**config.mk**
```make
export PLATFORM = sky130hd
export DESIGN_NAME = pbp_trainer
export DESIGN_NICKNAME = d
export VERILOG_FILES = /design/src/rtl/ariane_pkg.sv /design/src/rtl/pbp_resolve_fifo.sv /design/src/rtl/pbp_trainer.sv
export SDC_FILE = /design/constraint.sdc
export NUM_CORES = 1
export LEC_CHECK = 0
export CORE_ASPECT_RATIO = 1.4
export CORE_MARGIN = 2
export CORE_UTILIZATION = 52
export DETAILED_ROUTE_END_ITERATION = 10
export HOLD_SLACK_MARGIN = 0.08
export PLACE_DENSITY_LB_ADDON = 0.1
export SLEW_MARGIN = 10
export SYNTH_ARGS = -nofsm -noshare
export SYNTH_HDL_FRONTEND = slang
export SYNTH_SLANG_ARGS = --single-unit
```
**constraint.sdc**
```tcl
create_clock -name clk_i -period 5 [get_ports clk_i]
set_input_delay 1 -clock clk_i [delete_from_list [all_inputs] [get_ports clk_i]]
set_output_delay 1 -clock clk_i [all_outputs]
set_load 0.03 [all_outputs]
```
**src/rtl/ariane_pkg.sv**
```systemverilog
`default_nettype none
// =====================================================================
// Package  : ariane_pkg
// Brief    : Shared types, constants and helpers for the perceptron
//            branch predictor training path.
// Revision : 1.0 - initial release
// =====================================================================
package ariane_pkg;

  localparam int unsigned VLEN               = 64;
  localparam int unsigned PBP_DEF_THETA      = 33;
  localparam int unsigned PBP_DEF_WEIGHT_W   = 8;
  localparam int unsigned PBP_DEF_GHR_LENGTH = 10;
  localparam int unsigned PBP_DEF_Y_W        = 12;

  // One resolved conditional branch as delivered by execute
  typedef struct packed {
    logic [VLEN-1:0]               pc;
    logic                          taken;
    logic                          pred_taken;
    logic [PBP_DEF_GHR_LENGTH-1:0] ghr;
    logic [PBP_DEF_Y_W-1:0]        y;
  } pbp_resolve_t;

  // Packed weight vector, w0 (bias) in the least significant slot
  typedef logic [(PBP_DEF_GHR_LENGTH+1)*PBP_DEF_WEIGHT_W-1:0] pbp_weights_t;

  // Add +1 (up) or -1 to a signed weight of wbits bits, clamping to its range
  function automatic int pbp_sat_add(input int w, input logic up, input int unsigned wbits);
    int sum;
    int hi;
    int lo;
    sum = up ? (w + 1) : (w - 1);
    hi  = (1 << (wbits - 1)) - 1;
    lo  = -(1 << (wbits - 1));
    if (sum > hi) return hi;
    if (sum < lo) return lo;
    return sum;
  endfunction

  // Half-word granular index: drop bit 0 so compressed PCs stay distinct
  function automatic logic [VLEN-1:0] pbp_index(input logic [VLEN-1:0] pc);
    return pc >> 1;
  endfunction

endpackage
`default_nettype wire

```
**src/rtl/pbp_resolve_fifo.sv**
```systemverilog
`default_nettype none
// =====================================================================
// Module   : pbp_resolve_fifo
// Brief    : DEPTH-entry FIFO of resolved branches. Pointers carry one
//            extra wrap bit to tell full from empty.
// Revision : 1.0 - initial release
// =====================================================================
module pbp_resolve_fifo
  import ariane_pkg::*;
#(
  parameter int unsigned DEPTH = 4,
  parameter type         T     = pbp_resolve_t
) (
  input  logic clk_i,
  input  logic rst_i,
  input  logic push_i,
  input  logic pop_i,
  input  T     data_i,
  output T     data_o,
  output logic full_o,
  output logic empty_o
);

  localparam int unsigned PTR_W = $clog2(DEPTH);

  logic [PTR_W:0] wr_ptr_q, wr_ptr_d;
  logic [PTR_W:0] rd_ptr_q, rd_ptr_d;
  T               mem_q [DEPTH];
  T               mem_d [DEPTH];

  assign full_o  = (wr_ptr_q[PTR_W] != rd_ptr_q[PTR_W]) &&
                   (wr_ptr_q[PTR_W-1:0] == rd_ptr_q[PTR_W-1:0]);
  assign empty_o = (wr_ptr_q == rd_ptr_q);
  assign data_o  = mem_q[rd_ptr_q[PTR_W-1:0]];

  // Next pointer/storage state; push into a full queue and pop of an empty one are ignored
  always_comb begin
    wr_ptr_d = wr_ptr_q;
    rd_ptr_d = rd_ptr_q;
    mem_d    = mem_q;
    if (push_i && !full_o) begin
      mem_d[wr_ptr_q[PTR_W-1:0]] = data_i;
      wr_ptr_d = wr_ptr_q + {{PTR_W{1'b0}}, 1'b1};
    end
    if (pop_i && !empty_o) begin
      rd_ptr_d = rd_ptr_q + {{PTR_W{1'b0}}, 1'b1};
    end
  end

  // Pointer registers, cleared by reset
  always_ff @(posedge clk_i) begin
    if (rst_i) begin
      wr_ptr_q <= '0;
      rd_ptr_q <= '0;
    end else begin
      wr_ptr_q <= wr_ptr_d;
      rd_ptr_q <= rd_ptr_d;
    end
  end

  // Entry storage, no reset needed since pointers gate visibility
  always_ff @(posedge clk_i) begin
    mem_q <= mem_d;
  end

endmodule
`default_nettype wire

```
**src/rtl/pbp_trainer.sv**
```systemverilog
`default_nettype none
// =====================================================================
// Module   : pbp_trainer
// Brief    : Buffers resolved branches and, when training is needed,
//            performs a serialized read-modify-write of the PC's
//            perceptron weight vector with saturating arithmetic.
// Revision : 1.0 - initial release
// =====================================================================
module pbp_trainer
  import ariane_pkg::*;
#(
  parameter int unsigned NR_ENTRIES = 1024,
  parameter int unsigned GHR_LENGTH = PBP_DEF_GHR_LENGTH,
  parameter int unsigned WEIGHT_W   = PBP_DEF_WEIGHT_W,
  parameter int unsigned Y_W        = PBP_DEF_Y_W,
  parameter int unsigned THETA      = PBP_DEF_THETA,
  parameter int unsigned DEPTH      = 4
) (
  input  logic                                 clk_i,
  input  logic                                 rst_i,
  input  logic                                 debug_mode_i,
  input  logic                                 res_valid_i,
  output logic                                 res_ready_o,
  input  logic [VLEN-1:0]                      res_pc_i,
  input  logic                                 res_taken_i,
  input  logic                                 res_pred_taken_i,
  input  logic [GHR_LENGTH-1:0]                res_ghr_i,
  input  logic [Y_W-1:0]                       res_y_i,
  output logic                                 tbl_rd_en_o,
  output logic [$clog2(NR_ENTRIES)-1:0]        tbl_rd_idx_o,
  input  logic [(GHR_LENGTH+1)*WEIGHT_W-1:0]   tbl_rd_data_i,
  output logic                                 tbl_wr_en_o,
  output logic [$clog2(NR_ENTRIES)-1:0]        tbl_wr_idx_o,
  output logic [(GHR_LENGTH+1)*WEIGHT_W-1:0]   tbl_wr_data_o,
  output logic                                 busy_o
);

  localparam int unsigned IDX_W = $clog2(NR_ENTRIES);
  localparam int unsigned NW    = GHR_LENGTH + 1;
  localparam int unsigned DW    = NW * WEIGHT_W;
  localparam logic [Y_W:0] THETA_Y = (Y_W+1)'(THETA);

  typedef struct packed {
    logic [VLEN-1:0]       pc;
    logic                  taken;
    logic                  pred_taken;
    logic [GHR_LENGTH-1:0] ghr;
    logic [Y_W-1:0]        y;
  } entry_t;

  typedef enum logic [1:0] {
    ST_IDLE   = 2'd0,
    ST_UPDATE = 2'd1,
    ST_WRITE  = 2'd2
  } state_e;

  state_e                state_q, state_d;
  logic [IDX_W-1:0]      idx_q, idx_d;
  logic                  taken_q, taken_d;
  logic [GHR_LENGTH-1:0] ghr_q, ghr_d;
  logic [DW-1:0]         wdata_q, wdata_d;

  entry_t           push_data;
  entry_t           head;
  logic             full;
  logic             empty;
  logic             push;
  logic             pop;
  logic [IDX_W-1:0] head_idx;
  logic [Y_W:0]     y_ext;
  logic [Y_W:0]     y_abs;
  logic             need_train;
  logic [DW-1:0]    new_w;

  assign push_data = '{pc: res_pc_i, taken: res_taken_i, pred_taken: res_pred_taken_i,
                       ghr: res_ghr_i, y: res_y_i};
  // Debug mode keeps ready visible but silently drops the resolution
  assign push        = res_valid_i && !full && !debug_mode_i;
  assign res_ready_o = !full;

  pbp_resolve_fifo #(
    .DEPTH (DEPTH),
    .T     (entry_t)
  ) u_fifo (
    .clk_i   (clk_i),
    .rst_i   (rst_i),
    .push_i  (push),
    .pop_i   (pop),
    .data_i  (push_data),
    .data_o  (head),
    .full_o  (full),
    .empty_o (empty)
  );

  // |y| is taken one bit wider so the most negative y does not wrap to itself
  assign head_idx   = IDX_W'(pbp_index(head.pc));
  assign y_ext      = {head.y[Y_W-1], head.y};
  assign y_abs      = y_ext[Y_W] ? (~y_ext + {{Y_W{1'b0}}, 1'b1}) : y_ext;
  assign need_train = (head.taken != head.pred_taken) || (y_abs <= THETA_Y);

  // Saturating +/-1 update of every weight read back from the table
  always_comb begin
    new_w = '0;
    new_w[WEIGHT_W-1:0] = WEIGHT_W'(pbp_sat_add(
        int'($signed(tbl_rd_data_i[WEIGHT_W-1:0])), taken_q, WEIGHT_W));
    for (int i = 1; i < NW; i++) begin
      new_w[i*WEIGHT_W +: WEIGHT_W] = WEIGHT_W'(pbp_sat_add(
          int'($signed(tbl_rd_data_i[i*WEIGHT_W +: WEIGHT_W])),
          ghr_q[i-1] == taken_q, WEIGHT_W));
    end
  end

  // Training FSM: pop/examine in IDLE, compute in UPDATE, write back in WRITE
  always_comb begin
    state_d       = state_q;
    idx_d         = idx_q;
    taken_d       = taken_q;
    ghr_d         = ghr_q;
    wdata_d       = wdata_q;
    pop           = 1'b0;
    tbl_rd_en_o   = 1'b0;
    tbl_rd_idx_o  = '0;
    tbl_wr_en_o   = 1'b0;
    tbl_wr_idx_o  = '0;
    tbl_wr_data_o = '0;
    case (state_q)
      ST_IDLE: begin
        if (!empty) begin
          pop = 1'b1;
          if (need_train) begin
            idx_d        = head_idx;
            taken_d      = head.taken;
            ghr_d        = head.ghr;
            tbl_rd_en_o  = 1'b1;
            tbl_rd_idx_o = head_idx;
            state_d      = ST_UPDATE;
          end
        end
      end
      ST_UPDATE: begin
        wdata_d = new_w;
        state_d = ST_WRITE;
      end
      ST_WRITE: begin
        tbl_wr_en_o   = 1'b1;
        tbl_wr_idx_o  = idx_q;
        tbl_wr_data_o = wdata_q;
        state_d       = ST_IDLE;
      end
      default: state_d = ST_IDLE;
    endcase
  end

  // FSM and latched-entry registers; reset abandons any in-flight update
  always_ff @(posedge clk_i) begin
    if (rst_i) begin
      state_q <= ST_IDLE;
      idx_q   <= '0;
      taken_q <= 1'b0;
      ghr_q   <= '0;
      wdata_q <= '0;
    end else begin
      state_q <= state_d;
      idx_q   <= idx_d;
      taken_q <= taken_d;
      ghr_q   <= ghr_d;
      wdata_q <= wdata_d;
    end
  end

  assign busy_o = !empty || (state_q != ST_IDLE);

endmodule
`default_nettype wire

```
==> results.ini <==
[global_routing]
grt_pass1_vias=9816
grt_max_degree=101
grt_usage_pct=21.5
gr-total-overflow=0
antenna_found_initial=3
grt_pass1_wl_um=48300

[placed_design]
dp_hpwl_um=22000
port_buffers=237
gp_congestion=0.866

[status]
status=finished clean

[detailed_routing]
ant_nets=0
vias_per_cell=5.41
route.detailed.drc=0
vias=9863
drtIter0Drc=278
drt-total-wl_um=30200
firstDrtPassIters=4
wl_per_cell_um=16.6

[logic_synthesis]
syn-num-nets=1528
synthDistinctLibCells=49
async_reset_ff_share_pct=0
synth_adder_area_share_pct=14.2
yosys.area.top_type=edfxtp_1
ys_seq_area_share_pct=46.3
syn_inst=1254
synth.area.top_cells=edfxtp_1 (29%), dfxtp_1 (17%), ha_1 (7.5%), mux4_2 (5.7%), maj3_1 (5.2%)
ys_seq_elements=253
synth_edf_count=136
synth_top_flop_cell=edfxtp_1
synth-simple-area-share_pct=13.6
synth_area_um2=13900
yosysWarnings=0
synthMuxAreaShare_pct=7.33
synth_compound_area_share_pct=9.87
synth_top_family_by_area=adder cells
synth_xor_area_share_pct=5.48
yosysTopAreaCellShare_pct=29.4
syn_avg_cell_area_um2=11.1

[die]
core_um2=26200
die-area_um2=28100
dieHeight_um=197
die_w_um=142
row_count=70
pin_count=292
initial_core_util_pct=53.1

[cells_and_area]
drive_gt1_share_pct=8.16
area_growth_syn_to_layout_pct=25.3
num-nets-final=1752
fin_util_pct=66.5

[worst_hold_path]
hp-class=reg -> reg

[timing]
drv_slew=0
finalSetupViolCount=0
finalHoldViolCount=0
finalCritPeriodShare_pct=95.2
worst_slew_margin_rel_pct=22.9
fin_skew_ps=11.3
hold_ws_ps=447
worstMarginPinSlew_ps=1160
finalSetupTns_ps=0
max_freq_ghz=0.210
rsz0062_at_grt=false
finalCriticalPeriod_ps=4760

[pwr]
ir_worst_vdd_mv=0.316
net-switching-power_uw=4080
intPower_uw=6340
leakage_uw=0.00648
seqPwrFrac_pct=26.2
combPwrFrac_pct=55.1
powerDensity_nw_per_um2=598
clkPwrFrac_pct=18.7
p_sw_share_pct=39.1

[worst_setup_path]
worstPathMaxFanout=21
cp-start-kind=flop
crit_required_ps=4000
cp-end-kind=output pin
arrival_ps=3760
crit_type=reg -> out

[flow_run]
drv_cap=0

[cts]
clk_latency_ps=520
postCtsHoldBufs=0
clk_pin_slew_ps=60
tritoncts=built
htreeDepth=1
clk_path_buf_depth=3
cts_buffers=25
cts-root-buf=clkbuf_16
clock_sinks=253

[what timing repair did]
item	CTS	global route
setup endpoints to repair	7	0
gates resized for setup	1	0
setup buffers	0	0
[synthesized netlist by cell type, drive strengths merged, types with 12 or more instances]
cell / number
inv: 56
clkbuf: 44
o21ai: 48
mux2i: 23
o41ai: 12
maj3: 72
nor3: 22
xor2: 64
a211oi: 57
dfxtp: 117
mux4: 35
a21o: 23
nand2b: 16
nor2: 158
xnor2: 23
nor2b: 22
and2: 112
edfxtp: 136
nand2: 30
ha: 83
a21oi: 25
[per-layer routing]
layer	wire (µm)	GRT usage, %	vias to the layer above
met4	862	7.30	0
met3	1620	3.59	59
li1	-	-	4961
met2	16100	40.8	224
met5	0	0	-
met1	11600	24.1	4619
[per-stage QoR]
step / area (µm²) / instances / power (µW) / worst slack (ps)
floorplan: 13900 / 1254 / 7360 / 791
global placement: 16500 / 1775 / 8440 / 606
detailed placement: 16500 / 1775 / 8550 / 587
CTS: 17400 / 1819 / 10500 / 155
global route: 17400 / 1821 / 11300 / 28.7
finish: 17400 / 1823 / 10400 / 240
[power by group through the flow]
| stage | Combinational, µW | Sequential [µW] | Clock (µW) |
|---|---|---|---|
| floorplan | 4670 | 2680 | 0 |
| global placement | 5670 | 2770 | 0 |
| detailed placement | 5770 | 2780 | 0 |
| CTS | 5800 | 2740 | 2000 |
| global route | 6450 | 2780 | 2070 |
| finish | 5730 | 2730 | 1950 |
[layout by cell type (no fill, tap or decap), types with 3 or more instances in the layout]
cell / netlist / final
a211oi_1: 57 / 57
a21boi_0: 3 / 3
a21o_1: 23 / 23
a21oi_1: 25 / 25
a22o_1: 5 / 5
a31o_2: 7 / 7
a31oi_1: 4 / 4
and2_1: 112 / 108
and2_2: 0 / 4
buf_4: 0 / 26
bufinv_16: 0 / 4
clkbuf_16: 0 / 25
clkbuf_8: 0 / 3
clkdlybuf4s50_1: 0 / 225
clkinv_2: 0 / 3
dfxtp_1: 117 / 115
diode_2: 0 / 4
edfxtp_1: 136 / 136
fa_1: 11 / 11
ha_1: 83 / 83
inv_1: 56 / 56
maj3_1: 72 / 72
mux2i_1: 23 / 23
mux4_2: 35 / 35
nand2_1: 30 / 30
nand2b_1: 16 / 16
nand3_1: 11 / 11
nor2_1: 158 / 157
nor2b_1: 22 / 20
nor3_1: 22 / 22
o21a_1: 8 / 8
o21ai_0: 40 / 40
o21ai_1: 8 / 8
o41ai_1: 11 / 11
xnor2_1: 23 / 23
xor2_1: 64 / 64
[sequential cells by signal (all words and copies together) (netlist names)]
signal and cells:
taken_q 1, wdata_q 88, u_fifo.mem_q 136, u_fifo.wr_ptr_q 3, ghr_q 10, state_q 2
u_fifo.rd_ptr_q 3, idx_q 10
[worst paths after layout]
| path | from | to | slack [ps] | cells after the start |
|---|---|---|---|---|
| max | u_fifo.rd_ptr_q[0]$_SDFFE_PP0P_ | tbl_rd_idx_o[7] | 240 | 9 |
| min | wdata_q[9]$_SDFFE_PP0N_ | wdata_q[9]$_SDFFE_PP0N_ | 450 | 2 |
| max reg2reg | taken_q$_SDFFE_PP0P_ | wdata_q[30]$_SDFFE_PP0N_ | 1190 | 11 |
| min reg2reg | wdata_q[9]$_SDFFE_PP0N_ | wdata_q[9]$_SDFFE_PP0N_ | 450 | 2 |
[cell families after synthesis]
group,Yosys count
fa+ha+maj,166
buf+inv,110
flops,253
mux,58
simple gates,380
compound gates,200
xor+xnor,87
[layout make-up]
cell class | count | area, µm²
tap | 324 | 405
sequential | 253 | 6430
inverter | 56 | 210
clock buffer | 30 | 674
multi-input combinational | 891 | 7040
timing repair buffer | 251 | 2450
antenna | 4 | 10.0
clock inverter | 14 | 184
fill | 2120 | 8780
[critical path: stages, from the launching register on]
cell and delay [ps]:
dfxtp_4 530, mux4_2 610, or4_4 570, o21ai_1 180, xor2_1 170, a21oi_1 100, o41ai_4 370, buf_4 340
and2_1 180, buf_4 150
No activity file was read; power rests on OpenSTA's default activity.
